==> config.mk <==
export PLATFORM = sky130hd
export DESIGN_NAME = bk_stream_accumulator
export DESIGN_NICKNAME = d
export VERILOG_FILES = /design/src/rtl/bk_acc_pkg.sv /design/src/rtl/bk_prefix_add.sv /design/src/rtl/bk_stream_accumulator.sv
export SDC_FILE = /design/constraint.sdc
export NUM_CORES = 1
export LEC_CHECK = 0
export CAP_MARGIN = 40
export CORE_MARGIN = 5
export CORE_UTILIZATION = 35
export DETAILED_ROUTE_END_ITERATION = 7
export GPL_TIMING_DRIVEN = 0
export SETUP_SLACK_MARGIN = 0.02
export SKIP_LAST_GASP = 1
export SLEW_MARGIN = 40
export SYNTH_ARGS = -nofsm -noshare
export SYNTH_HDL_FRONTEND = slang
export SYNTH_SLANG_ARGS = --single-unit
==> constraint.sdc <==
create_clock -name clk -period 4.5 [get_ports clk]
set_clock_uncertainty 0.1 [all_clocks]
set_input_delay 0.9 -clock clk [delete_from_list [all_inputs] [get_ports clk]]
set_output_delay 0.9 -clock clk [all_outputs]
set_load 0.01 [all_outputs]
==> src/rtl/bk_acc_pkg.sv <==
// Shared types and constants for the Brent-Kung stream accumulator.
package bk_acc_pkg;

  localparam int unsigned ACC_WIDTH = 24;
  localparam int unsigned CNT_WIDTH = 8;
  localparam int unsigned SAT_MAX_W = 64;

  typedef enum logic [1:0] {
    IDLE,
    ACCUM,
    HOLD
  } acc_state_e;

  // All-ones value of the given width, right-aligned in a SAT_MAX_W word.
  function automatic logic [SAT_MAX_W-1:0] sat_const(input int unsigned w);
    logic [SAT_MAX_W-1:0] v;
    v = '0;
    for (int unsigned i = 0; i < SAT_MAX_W; i++) begin
      if (i < w) v[i] = 1'b1;
    end
    return v;
  endfunction

endpackage

==> src/rtl/bk_prefix_add.sv <==
// Combinational Brent-Kung prefix adder: up-sweep builds power-of-two group
// terms, down-sweep fills in the remaining prefixes.
module bk_prefix_add #(
  parameter int unsigned WIDTH = 24
) (
  input  logic [WIDTH-1:0] A,
  input  logic [WIDTH-1:0] B,
  input  logic             cin,
  output logic [WIDTH-1:0] S,
  output logic             cout
);

  localparam int unsigned LVLS = (WIDTH > 1) ? $clog2(WIDTH) : 1;

  logic [WIDTH-1:0] g;
  logic [WIDTH-1:0] p;
  logic [WIDTH-1:0] gp;
  logic [WIDTH-1:0] pp;
  logic [WIDTH:0]   c;

  always_comb begin
    g  = A & B;
    p  = A ^ B;
    gp = g;
    pp = p;
    for (int unsigned lvl = 0; lvl < LVLS; lvl++) begin
      for (int unsigned i = 0; i < WIDTH; i++) begin
        if (((i + 1) % (32'd2 << lvl)) == 0) begin
          gp[i] = gp[i] | (pp[i] & gp[i - (32'd1 << lvl)]);
          pp[i] = pp[i] & pp[i - (32'd1 << lvl)];
        end
      end
    end
    // Down-sweep: node i merges with i-d, which already spans bits 0..i-d.
    for (int unsigned k = 0; k < LVLS; k++) begin
      for (int unsigned i = 0; i < WIDTH; i++) begin
        if ((i + 1 >= 3 * (32'd1 << (LVLS - 1 - k))) &&
            (((i + 1 - (32'd1 << (LVLS - 1 - k))) % (32'd2 << (LVLS - 1 - k))) == 0)) begin
          gp[i] = gp[i] | (pp[i] & gp[i - (32'd1 << (LVLS - 1 - k))]);
          pp[i] = pp[i] & pp[i - (32'd1 << (LVLS - 1 - k))];
        end
      end
    end
    c[0] = cin;
    for (int unsigned i = 0; i < WIDTH; i++) begin
      c[i+1] = gp[i] | (pp[i] & cin);
    end
    S    = p ^ c[WIDTH-1:0];
    cout = c[WIDTH];
  end

endmodule

==> src/rtl/bk_stream_accumulator.sv <==
// Packet accumulator over a valid/ready stream using bk_prefix_add.
// Define BK_ACC_SATURATE_EN for sticky saturation on carry-out instead of wrap.
module bk_stream_accumulator
  import bk_acc_pkg::*;
#(
  parameter int unsigned WIDTH   = ACC_WIDTH,
  parameter int unsigned COUNT_W = CNT_WIDTH
) (
  input  logic               clk,
  input  logic               rst,
  input  logic               in_valid,
  output logic               in_ready,
  input  logic [WIDTH-1:0]   in_data,
  input  logic               in_last,
  output logic               out_valid,
  input  logic               out_ready,
  output logic [WIDTH-1:0]   out_sum,
  output logic [COUNT_W-1:0] out_carry_cnt,
  output logic [COUNT_W-1:0] out_beat_cnt
);

  acc_state_e         state_q, state_d;
  logic [WIDTH-1:0]   acc_q, acc_d;
  logic [COUNT_W-1:0] carry_q, carry_d;
  logic [COUNT_W-1:0] beat_q, beat_d;
  logic [WIDTH-1:0]   osum_q, osum_d;
  logic [COUNT_W-1:0] ocarry_q, ocarry_d;
  logic [COUNT_W-1:0] obeat_q, obeat_d;

  logic [WIDTH-1:0]   add_sum;
  logic               add_cout;
  logic [WIDTH-1:0]   sum_next;
  logic [COUNT_W-1:0] carry_next;
  logic [COUNT_W-1:0] beat_next;
  logic               accept;

`ifdef BK_ACC_SATURATE_EN
  localparam logic [SAT_MAX_W-1:0] SAT_FULL = sat_const(WIDTH);
`endif

  bk_prefix_add #(
    .WIDTH(WIDTH)
  ) u_add (
    .A   (acc_q),
    .B   (in_data),
    .cin (1'b0),
    .S   (add_sum),
    .cout(add_cout)
  );

  assign in_ready      = (state_q != HOLD);
  assign out_valid     = (state_q == HOLD);
  assign accept        = in_valid && in_ready;
  assign out_sum       = osum_q;
  assign out_carry_cnt = ocarry_q;
  assign out_beat_cnt  = obeat_q;

  always_comb begin
`ifdef BK_ACC_SATURATE_EN
    // Once at all-ones any further add carries out, so saturation is sticky.
    sum_next = add_cout ? SAT_FULL[WIDTH-1:0] : add_sum;
`else
    sum_next = add_sum;
`endif
    carry_next = (carry_q == '1) ? carry_q : carry_q + COUNT_W'(add_cout);
    beat_next  = (beat_q == '1) ? beat_q : beat_q + COUNT_W'(1);
  end

  always_comb begin
    state_d  = state_q;
    acc_d    = acc_q;
    carry_d  = carry_q;
    beat_d   = beat_q;
    osum_d   = osum_q;
    ocarry_d = ocarry_q;
    obeat_d  = obeat_q;
    case (state_q)
      IDLE, ACCUM: begin
        if (accept) begin
          acc_d   = sum_next;
          carry_d = carry_next;
          beat_d  = beat_next;
          if (in_last) begin
            state_d  = HOLD;
            osum_d   = sum_next;
            ocarry_d = carry_next;
            obeat_d  = beat_next;
          end else begin
            state_d = ACCUM;
          end
        end
      end
      HOLD: begin
        if (out_ready) begin
          state_d = IDLE;
          acc_d   = '0;
          carry_d = '0;
          beat_d  = '0;
        end
      end
      default: state_d = IDLE;
    endcase
  end

  always_ff @(posedge clk or posedge rst) begin
    if (rst) begin
      state_q  <= IDLE;
      acc_q    <= '0;
      carry_q  <= '0;
      beat_q   <= '0;
      osum_q   <= '0;
      ocarry_q <= '0;
      obeat_q  <= '0;
    end else begin
      state_q  <= state_d;
      acc_q    <= acc_d;
      carry_q  <= carry_d;
      beat_q   <= beat_d;
      osum_q   <= osum_d;
      ocarry_q <= ocarry_d;
      obeat_q  <= obeat_d;
    end
  end

endmodule

==> impl_results.md <==
- Post-synth EDFFs: 0
- CP Buf/Inv Count: 2
- Period utilization: 95.6%
- Worst path cell trace: clkdlybuf4s50_1 -> ha_1 -> inv_1 -> fa_1 -> nand2b_1 -> a21oi_2 -> o211ai_2 -> a21oi_2 -> o211ai_2 -> a311oi_2 -> ha_2 -> ha_2 -> nand3_2 -> or2_2 -> nor2_1 -> nor2_1 -> o22ai_1
- Clock power frac: 24.3%
- Total grt overflow: 0
- Peak supply drop: about 0.00020 V
- Post-CTS Hold Buffers: 0
- Layout cell share with drive strength beyond 1: 7.64%
- Crit end category: flip-flop
- Status: finished clean
- Worst R2R Setup Slack: 910 ps
- Kind of critical path: in2reg
- Fmax: between 200 and 250 MHz
- Vias in the first global route: 3624
- Vias per cell: 4.98
- Clock Pin Slew Worst Setup and Hold Paths: 60 ps
- Count of final setup violators: 0
- Clock Latency Late Sink: between 300 and 400 ps
- Pwr/cell area: between 500 and 600 mW/mm^2
- Starting DRT DRC Count: 263
- Dominant synthesized flop cell: dfrtp_1
- Synthesis warning total: 0
- Seq/Total Area, Yosys: 47.4%
- P_leak: 2.46 nW
- # nets final: ~600
- Cell family with most CP delay: compound AO/OA/AOI/OAI gates
- Core ar.: ~0.012 mm^2
- H-tree Lvls: 3
- Async SR Flop Fraction: 100%
- # clock sinks: 82
- Max-Cap Viols: 0
- First-pass GRT wire length: around 19000 um
- Die ar.: 0.0147 mm^2
- Seq pwr share: 34.5%
- Fin crit period: 4300 ps
- Fin area: 0.00562 mm^2
- DP Area: approximately 0.0053 mm^2
- Slowest stage delay, CP: 480 ps
- Critical-path maximum fanout: 4
- Total power: around 3.3 mW
- Syn nets: 518
- CTS root buffer: clkbuf_16
- Routed Antenna Nets: 0
- Rel. slew slack: a little under three fifths
- Initial Util: a little over a third
- Critical Path AT: 4450 ps
- Routability cong.: 0.842
- Required @ worst endpoint: 4650 ps
- Int Pwr: 2.17 mW
- Synthesized area per cell: 9.60 um^2
- Yosys cell types: 42
- Final Max Tran Viols: 0
- Port bufs: 70
- # DRC: 0
- Routed wire length: 11500 um
- Switching power: 1.17 mW
- P&R area growth vs syn: 29.7%
- Syn Std Cell Area: between 0.004 and 0.005 mm^2
- CTS Buf Count: 9
- Comb pwr share: 41.3%
- HP Class: reg2reg
- 1st-pass router iterations: 4
- Flops & latches, synth: 82
- Largest net degree at the start of global routing: 58
- Die boundary width: 121 um
- Measured slew at the worst slew-check pin: 669 ps
- Die Y: 121 um
- RSZ-0062 raised after global routing: yes
- Post-DP HPWL: between 8000 and 9000 um
- IO Count: between 70 and 80
- CTS tree: done
- Syn Inst Count: 451
- Ant diodes: 0
- Clock Path Buffers: 2
- Initial antenna violation count: 0
- Row count: 40
- Sw Share: 35.0%
- Detailed-route via count: 3511
- All-Layer GR Usage: 16.2%
- Drt wl/cell: between 15 and 20 um
- Final Hold Vio Count: 0
- Max stage delay cell, worst path: clkdlybuf4s50_1
- Crit path launch type: primary input
-- layout by cell type, fill, tap and decap left out, types with 3 or more instances in the layout --
master           instances
a21oi_1                 24
a31oi_1                  3
and2_1                   3
and3_1                   3
buf_2                    8
clkbuf_1                12
clkbuf_16                9
clkbuf_8                 3
clkdlybuf4s50_1         70
dfrtp_1                 82
fa_1                    12
ha_1                    24
inv_1                   31
nand2_1                 68
nand2b_1                 7
nand3_1                 10
nand4_1                  3
nor2_1                  23
nor3_1                   4
o21a_1                   3
o21ai_0                 71
o22ai_1                 12
xnor2_1                  5
xor2_1                  12
-- power groups by stage --
stage	Sequential (mW)	Clock, mW	Combinational, mW
2_1_floorplan	1.19	0	0.801
3_3_place_gp	1.15	0	1.33
3_5_place_dp	1.16	0	1.38
4_1_cts	1.15	0.823	1.39
5_1_grt	1.18	0.855	1.57
6_report	1.15	0.810	1.38
-- cell families (layout without fill, tap and decap cells) --
family / after synthesis / count (layout) / synth area share, %
multiplexers: 3 / 3 / 0.751
adder cells (fa/ha/maj): 38 / 38 / 13.1
XOR/XNOR: 17 / 17 / 3.44
buffers and inverters: 53 / 139 / 4.83
AND/OR/NAND/NOR: 129 / 129 / 13.3
flip-flops: 82 / 82 / 47.4
AO/OA/AOI/OAI: 129 / 129 / 17.2
-- area by class of cell --
type                    instances  area, um^2
plain buffers                  21        88.8
inverters                      32         125
flip-flops and latches         82        2050
repair buffers                 72         736
clock inverters                 2        60.1
clock buffers                  12         267
multi-input cells             316        2080
well taps                     168         210
fillers                      1182        6440
-- through the flow --
step | hold slack [ps] | setup TNS, ps | instances | util [%] | setup WS (ps)
6_report | 367 | 0 | 705 | 46.6 | 200
2_1_floorplan | 340 | 0 | 451 | - | 781
3_3_place_gp | 351 | -6320 | 689 | 43.4 | -80.8
3_5_place_dp | 368 | -371 | 690 | 43.7 | -187
5_1_grt | 386 | 0 | 705 | 46.6 | 1.43
4_1_cts | 366 | 0 | 704 | 46.4 | 140
-- final timing paths --
kind	start	endpoint	cells after the start
setup / recovery	in_data[0]	carry_q[6]	17
hold / removal	state_q[1]	state_q[0]	1
setup reg to reg	acc_q[0]	carry_q[6]	16
hold reg to reg	state_q[1]	state_q[0]	1
max in group asynchronous	rst	out_carry_cnt[3]	3
min in group asynchronous	rst	out_beat_cnt[5]	2
-- worst register-to-register path: stages (launching register included) --
cell      delay [ps]
dfrtp_1          350
ha_1             140
inv_1             50
fa_1             400
nand2b_1         190
a21oi_2          210
o211ai_2         150
a21oi_2          230
o211ai_2         120
a311oi_2         330
ha_2             240
ha_2             220
nand3_2          120
or2_2            340
nor2_1           100
nor2_1            60
o22ai_1          160
-- Yosys cell counts, drive strengths merged, types with 2 or more instances --
master,n,area (um^2)
inv,32,120
o21ai,71,355
nor3,4,20.0
nand4,3,18.8
xor2,12,105
clkbuf,12,45.0
nand2,70,268
nand3,11,55.1
nand2b,7,43.8
xnor2,5,43.8
and2,3,18.8
and3,3,18.8
nor2,24,92.6
a21oi,26,138
a22o,2,17.5
ha,26,325
mux2,2,22.5
o31ai,2,15.0
o211ai,3,32.5
a31oi,4,31.3
fa,12,240
dfrtp,82,2050
buf,9,43.8
o21a,3,22.5
o22ai,12,75.1
-- metal layers --
metal / GRT usage, % / wire length, um / vias to the layer above
li1: - / - / 1702
met5: 0 / 0 / -
met4: 5.18 / 136 / 0
met2: 26.4 / 5590 / 70
met3: 3.12 / 532 / 9
met1: 21.8 / 5210 / 1730
-- flip-flops by register name (all words and copies together) (netlist names) --
signal and cells:
out_sum 24, beat_q 8, out_beat_cnt 8, state_q 2, out_carry_cnt 8, carry_q 8, acc_q 24
-- what timing repair did --
action,4_1_cts,5_1_grt
setup endpoints to repair,0,2
setup buffers,0,1
resized for setup,0,3
Note: power is estimated with default switching activity, not from simulation.
